## config.mk

```make
export PLATFORM = sky130hd
export DESIGN_NAME = fp_align_stage
export DESIGN_NICKNAME = d
export VERILOG_FILES = /design/src/rtl/fp_align_stage.sv
export SDC_FILE = /design/constraint.sdc
export NUM_CORES = 1
export LEC_CHECK = 0
export BUFFER_PORTS_ARGS = -buffer_cell sky130_fd_sc_hd__buf_2
export CAP_MARGIN = 5
export CORE_ASPECT_RATIO = 2
export CORE_UTILIZATION = 45
export CTS_CLUSTER_SIZE = 16
export DETAILED_ROUTE_END_ITERATION = 6
export GPL_ROUTABILITY_DRIVEN = 0
export PLACE_DENSITY = 0.65
export SLEW_MARGIN = 15
export SYNTH_ARGS = -nofsm -noshare
export SYNTH_HDL_FRONTEND = slang
export SYNTH_SLANG_ARGS = --single-unit
```

## constraint.sdc

```tcl
create_clock -name clk -period 2.9 [get_ports clk]
set_input_delay 0.145 -clock clk [delete_from_list [all_inputs] [get_ports clk]]
set_output_delay 0.145 -clock clk [all_outputs]
set_load 0.05 [all_outputs]
```

## src/rtl/fp_align_stage.sv

```systemverilog
// Pre-adder alignment stage for binary32 add/sub: unpack, compare/swap (stage 1),
// align the smaller significand with guard/round/sticky (stage 2), valid/ready on both sides.
module fp_align_stage #(
  parameter int EXP_W     = 8,
  parameter int FRAC_W    = 23,
  parameter int SHIFT_SAT = 26
) (
  input  logic                    clk,
  input  logic                    rst_n,
  input  logic                    in_valid,
  output logic                    in_ready,
  input  logic [EXP_W+FRAC_W:0]   in_a,
  input  logic [EXP_W+FRAC_W:0]   in_b,
  input  logic                    in_sub,
  output logic                    out_valid,
  input  logic                    out_ready,
  output logic [FRAC_W-1:0]       out_mant_a,
  output logic [FRAC_W-1:0]       out_mant_b,
  output logic                    out_hid_a,
  output logic                    out_hid_b,
  output logic [2:0]              out_grs,
  output logic                    out_cin,
  output logic [EXP_W-1:0]        out_exp,
  output logic                    out_sign,
  output logic                    out_special,
  output logic [EXP_W+FRAC_W:0]   out_special_val
);

  localparam int W     = 1 + EXP_W + FRAC_W;
  localparam int SIG_W = FRAC_W + 1;
  localparam int XW    = 2 * SIG_W + 2;
  localparam logic [EXP_W-1:0] EXP_MAX = {EXP_W{1'b1}};
  localparam logic [EXP_W-1:0] SAT_D   = EXP_W'(SHIFT_SAT);

  // ---------------- unpack / compare ----------------
  logic              w_sa, w_sb_eff, w_eff_sub, w_swap, w_mag_eq, w_sign;
  logic              w_hid_a, w_hid_b, w_inf_a, w_inf_b, w_nan_a, w_nan_b, w_special;
  logic [EXP_W-1:0]  w_ea, w_eb, w_effexp_a, w_effexp_b;
  logic [FRAC_W-1:0] w_fa, w_fb;
  logic [W-1:0]      w_special_val;

  assign w_sa       = in_a[W-1];
  assign w_ea       = in_a[W-2 -: EXP_W];
  assign w_fa       = in_a[FRAC_W-1:0];
  assign w_eb       = in_b[W-2 -: EXP_W];
  assign w_fb       = in_b[FRAC_W-1:0];
  assign w_sb_eff   = in_b[W-1] ^ in_sub;
  assign w_eff_sub  = w_sa ^ w_sb_eff;
  assign w_hid_a    = (w_ea != '0);
  assign w_hid_b    = (w_eb != '0);
  assign w_effexp_a = w_hid_a ? w_ea : EXP_W'(1);
  assign w_effexp_b = w_hid_b ? w_eb : EXP_W'(1);
  assign w_swap     = in_b[W-2:0] > in_a[W-2:0];
  assign w_mag_eq   = in_b[W-2:0] == in_a[W-2:0];
  // Exact cancellation under effective subtract yields +0 in round-to-nearest.
  assign w_sign     = w_swap ? w_sb_eff : ((w_mag_eq && w_eff_sub) ? 1'b0 : w_sa);

  assign w_inf_a    = (w_ea == EXP_MAX) && (w_fa == '0);
  assign w_inf_b    = (w_eb == EXP_MAX) && (w_fb == '0);
  assign w_nan_a    = (w_ea == EXP_MAX) && (w_fa != '0);
  assign w_nan_b    = (w_eb == EXP_MAX) && (w_fb != '0);
  assign w_special  = (w_ea == EXP_MAX) || (w_eb == EXP_MAX);

  always_comb begin
    w_special_val = '0;
    if (w_nan_a || w_nan_b || (w_inf_a && w_inf_b && w_eff_sub))
      w_special_val = {1'b0, EXP_MAX, 1'b1, {(FRAC_W-1){1'b0}}};
    else if (w_inf_a)
      w_special_val = {w_sa, EXP_MAX, {FRAC_W{1'b0}}};
    else if (w_inf_b)
      w_special_val = {w_sb_eff, EXP_MAX, {FRAC_W{1'b0}}};
  end

  // ---------------- handshake ----------------
  logic r_en, r1_valid, r2_valid;
  logic w_s1_adv, w_s2_adv, w_in_fire;

  assign w_s2_adv  = !r2_valid || out_ready;
  assign w_s1_adv  = !r1_valid || w_s2_adv;
  assign in_ready  = w_s1_adv && r_en;
  assign w_in_fire = in_valid && in_ready;

  // ---------------- stage 1 registers ----------------
  logic [SIG_W-1:0] r1_sig_l, r1_sig_s;
  logic [EXP_W-1:0] r1_exp, r1_d;
  logic             r1_sign, r1_sub, r1_special;
  logic [W-1:0]     r1_special_val;

  // NOTE: datapath registers are reset as well, so every output reads 0 straight out of reset.
  always_ff @(posedge clk or negedge rst_n) begin
    if (!rst_n) begin
      r_en           <= 1'b0;
      r1_valid       <= 1'b0;
      r1_sig_l       <= '0;
      r1_sig_s       <= '0;
      r1_exp         <= '0;
      r1_d           <= '0;
      r1_sign        <= 1'b0;
      r1_sub         <= 1'b0;
      r1_special     <= 1'b0;
      r1_special_val <= '0;
    end else begin
      r_en <= 1'b1;
      if (w_s1_adv) begin
        r1_valid <= w_in_fire;
        if (w_in_fire) begin
          r1_sig_l       <= w_swap ? {w_hid_b, w_fb} : {w_hid_a, w_fa};
          r1_sig_s       <= w_swap ? {w_hid_a, w_fa} : {w_hid_b, w_fb};
          r1_exp         <= w_swap ? w_effexp_b : w_effexp_a;
          r1_d           <= w_swap ? (w_effexp_b - w_effexp_a) : (w_effexp_a - w_effexp_b);
          r1_sign        <= w_sign;
          r1_sub         <= w_eff_sub;
          r1_special     <= w_special;
          r1_special_val <= w_special_val;
        end
      end
    end
  end

  // ---------------- stage 2 alignment ----------------
  logic [XW-1:0]     w_shifted;
  logic              w_sat, w_hid_s;
  logic [FRAC_W-1:0] w_mant_s;
  logic [2:0]        w_grs;

  // Two spare LSB slots plus a full significand's worth of room keep every shifted-out bit below d<SHIFT_SAT.
  assign w_shifted = {r1_sig_s, {(SIG_W+2){1'b0}}} >> r1_d;
  assign w_sat     = (r1_d >= SAT_D);

  always_comb begin
    w_hid_s  = w_shifted[XW-1];
    w_mant_s = w_shifted[XW-2 -: FRAC_W];
    w_grs    = {w_shifted[SIG_W+1], w_shifted[SIG_W], |w_shifted[SIG_W-1:0]};
    if (w_sat) begin
      w_hid_s  = 1'b0;
      w_mant_s = '0;
      w_grs    = {2'b00, |r1_sig_s};
    end
  end

  logic [FRAC_W-1:0] r2_mant_a, r2_mant_b;
  logic              r2_hid_a, r2_hid_b, r2_cin, r2_sign, r2_special;
  logic [2:0]        r2_grs;
  logic [EXP_W-1:0]  r2_exp;
  logic [W-1:0]      r2_special_val;

  always_ff @(posedge clk or negedge rst_n) begin
    if (!rst_n) begin
      r2_valid       <= 1'b0;
      r2_mant_a      <= '0;
      r2_mant_b      <= '0;
      r2_hid_a       <= 1'b0;
      r2_hid_b       <= 1'b0;
      r2_grs         <= '0;
      r2_cin         <= 1'b0;
      r2_exp         <= '0;
      r2_sign        <= 1'b0;
      r2_special     <= 1'b0;
      r2_special_val <= '0;
    end else if (w_s2_adv) begin
      r2_valid <= r1_valid;
      if (r1_valid) begin
        r2_mant_a      <= r1_sig_l[FRAC_W-1:0];
        r2_hid_a       <= r1_sig_l[SIG_W-1];
        r2_mant_b      <= w_mant_s;
        r2_hid_b       <= w_hid_s;
        r2_grs         <= w_grs;
        r2_cin         <= r1_sub;
        r2_exp         <= r1_exp;
        r2_sign        <= r1_sign;
        r2_special     <= r1_special;
        r2_special_val <= r1_special_val;
      end
    end
  end

  assign out_valid       = r2_valid;
  assign out_mant_a      = r2_mant_a;
  assign out_mant_b      = r2_mant_b;
  assign out_hid_a       = r2_hid_a;
  assign out_hid_b       = r2_hid_b;
  assign out_grs         = r2_grs;
  assign out_cin         = r2_cin;
  assign out_exp         = r2_exp;
  assign out_sign        = r2_sign;
  assign out_special     = r2_special;
  assign out_special_val = r2_special_val;

endmodule

```

==> summary.md <==
| Metric | Value |
|---|---|
| Hold Crit Class | `in -> reg` |
| Area of the core | `0.02055 mm²` |
| Diodes inserted | `0` |
| Detail Placement HPWL | `~22000 µm` |
| CP max FO | `15` |
| Flop and latch count out of synthesis | `138` |
| 1st-iter DRT viols | `473` |
| Top-area cell type share of the netlist area | `a little over a third` |
| Placement Setup Slack | `around 16 ps` |
| Slew Limit Headroom | `between 40% and 50%` |
| TNS Setup | `0 ps` |
| Area Overhead vs Synth | `17.35%` |
| Count leader, synth | `dfrtp_1` |
| Clock power frac | `26.7%` |
| Psw | `between 3000 and 4000 µW` |
| Ys Warns | `0` |
| Post-DP Area | `~0.010 mm²` |
| GRT met1 Usage | `27.13%` |
| IO Pins | `around 170` |
| Dominant cell type by area after synthesis | `dfrtp_1` |
| First-pass GRT wire length | `44140 µm` |
| DRC Markers | `0` |
| Mean Syn Cell Area | `8.992 µm²` |
| Switch share | `41.85%` |
| M2 GR Usage | `between 40% and 50%` |
| Die area | `0.02164 mm²` |
| Row count | `74` |
| DR vias | `8262` |
| Vias per cell | `5.698` |
| Status | `completed` |
| Lkg Pwr | `0.005364 µW` |
| Total chip power | `approximately 9000 µW` |
| Max Clk Rate | `358.4 MHz` |
| Number of flops mapped to enable cells by yosys | `0` |
| DRT Pass-1 Iters | `5` |
| Initial Util | `between 40% and 50%` |
| PnR worst setup slack | `between 100 and 150 ps` |
| Unrepaired setup endpoints after global routing | `no` |
| Clock Skews | `8.246 ps` |
| Pin count of the biggest net entering global routing | `80` |
| Max-cap violations | `0` |
| Postcts setup bufs | `0` |
| Post-synthesis async set-or-reset flop share | `100.0%` |
| VDD IR max | `0.0005708 V` |
| Comb pwr share | `around 43%` |
| Final cell area excluding filler cells | `approximately 0.011 mm²` |
| GR Overflow Total | `0` |
| Ranking of synthesized cells by area | `dfrtp_1 37%, mux2_2 6.4%, mux2i_1 6.2%, ha_1 6.0%, o21ai_0 5.9%` |
| Routed WL | `~28000 µm` |
| Commonest cells post-synth | `138 x dfrtp_1, 128 x nand2_1, 111 x o21ai_0, 65 x nor2_1, 63 x a21oi_1` |
| Die Span X | `104.5 µm` |
| Post-synthesis cell area | `0.009459 mm²` |
| Synth cell types | `73` |
| Final worst-path cycle share | `a little under 100%` |
| Post-route ant nets | `0` |
| Crit Path Category | `reg -> reg` |
| Max clock buf depth | `2` |
| Fin. Hold Viols | `0` |
| Clk root buf | `clkbuf_16` |
| Most used routing layer | `met2` |
| Chip height | `about 210 µm` |
| Post-layout min period | `2790 ps` |
| Antenna violations before repair | `0` |
| Sinks on Clock Net | `138` |
| GRT Total Usage | `between 20% and 30%` |
| H-tree depth | `4` |
| Ys flop type | `dfrtp_1` |
| PortBufs | `~140` |
| Flop pwr share | `30.6%` |
| Slew Viols, Final | `0` |
| Setup-failing EPs final | `0` |
| CTS tree | `yes` |
| Nature of the critical path startpoint | `flop` |
| Internal power | `approximately 5200 µW` |
| CTS Buf Count | `17` |
| CP arrival | `3090 ps` |
| GR Layer Usage met3 | `3.650%` |
| Kind of end point of the critical path | `flop` |
| Register area share after synthesis | `36.51%` |
| Wire per inst | `around 19 µm` |
| Cell Pwr Density | `811.7 mW/mm²` |
| Clock latency on the worst-skew pair | `440 ps` |
| Syn Inst Count | `1052` |
| Clock transition at the registers of the reported paths | `roughly 60 ps` |
| Fraction of layout cells with a size suffix above 1 | `25.34%` |
| Nets | `1287` |
| WP data required | `3200 ps` |
| Vias in the first global route | `8313` |
| Worst slew pin tran | `808.3 ps` |
==> layout by cell type, fill, tap and decap left out, types with 17 or more instances in the layout <==
cell type / n
buf_2: 141
dfrtp_1: 136
nand2_1: 126
o21ai_0: 111
nor2_1: 65
a21oi_1: 63
mux2i_1: 59
inv_1: 57
mux2_2: 54
ha_1: 45
buf_4: 37
conb_1: 23
nor4_1: 20
clkbuf_16: 17
==> cell families (layout without fill, tap and decap cells) <==
| group | count (synthesis) | count (layout) | share of synthesized area (%) |
|---|---|---|---|
| AND/OR/NAND/NOR | 304 | 304 | 15.13 |
| AO/OA/AOI/OAI | 261 | 261 | 16.83 |
| buffers and inverters | 164 | 275 | 8.029 |
| flip-flops | 138 | 138 | 36.51 |
| multiplexers | 129 | 129 | 16.40 |
| adder cells (fa/ha/maj) | 47 | 47 | 6.376 |
| XOR/XNOR | 7 | 7 | 0.6482 |
| other | 2 | 23 | 0.07939 |
==> final timing paths <==
kind | start | end | slack (ps) | cells past startpoint
worst min register to register | out_mant_b[11] | out_mant_b[11] | 470 | 2
max in group asynchronous | rst_n | out_mant_b[5] | 1790 | 3
worst max register to register | r1_d[2] | out_grs[0] | 110 | 8
min in group asynchronous | rst_n | out_mant_a[14] | 270 | 2
worst max-delay path | r1_d[2] | out_grs[0] | 110 | 8
worst min-delay path | in_a[1] | r1_sig_l[1] | 50 | 3
==> flip-flops by register name, summed over array words and instances (netlist names), 3 cells and up <==
| name | count |
|---|---|
| out_mant_a | 23 |
| r1_exp | 8 |
| out_exp | 8 |
| r1_special_val | 3 |
| r1_sig_s | 24 |
| r1_d | 8 |
| out_special_val | 3 |
| out_mant_b | 23 |
| r1_sig_l | 24 |
| out_grs | 3 |
==> worst max-delay path, cell delays in order, from the launching register on <==
cell	delay [ps]
dfrtp_2	620
buf_4	260
mux2_2	350
mux4_2	470
o21a_1	180
nor2_1	300
a41o_1	230
a22o_2	150
a41oi_2	90
==> area by class of cell <==
| class | instances | area [µm²] |
|---|---|---|
| well taps | 266 | 332.8 |
| clock buffers | 22 | 494.2 |
| flip-flops and latches | 138 | 3456 |
| fillers | 1961 | 9454 |
| repair buffers | 185 | 1095 |
| inverters | 58 | 217.7 |
| clock inverters | 10 | 162.7 |
| multi-input cells | 771 | 5343 |
==> stage by stage <==
step,std cells,util (%),hold WS (ps)
4_1_cts,1450,54.01,28.85
6_report,1450,54.01,47.13
2_1_floorplan,1073,-,-150.6
3_3_place_gp,1416,50.71,174.0
3_5_place_dp,1416,50.71,186.0
5_1_grt,1450,54.01,63.53
==> what timing repair did <==
item,in CTS,in global routing
hold buffers,2,0
hold endpoints to repair,66,0
resized for setup,0,0
==> routing by layer <==
| metal | wire (µm) | part of all wire, % | vias to the layer above |
|---|---|---|---|
| met4 | 2098 | 7.5 | 0 |
| li1 | - | - | 3944 |
| met3 | 956 | 3.4 | 117 |
| met5 | 0 | 0 | - |
| met2 | 14860 | 53 | 285 |
| met1 | 9942 | 36 | 3916 |
==> power by group through the flow <==
stage | logic [µW] | clock network [µW] | registers [µW]
after detailed placement | 3810 | 0 | 2790
after global routing | 4110 | 2520 | 2820
after global placement | 3790 | 0 | 2770
after CTS | 3830 | 2450 | 2750
final | 3840 | 2410 | 2760
after floorplan | 2100 | 0 | 3450
No activity file was read; power rests on OpenSTA's default activity.
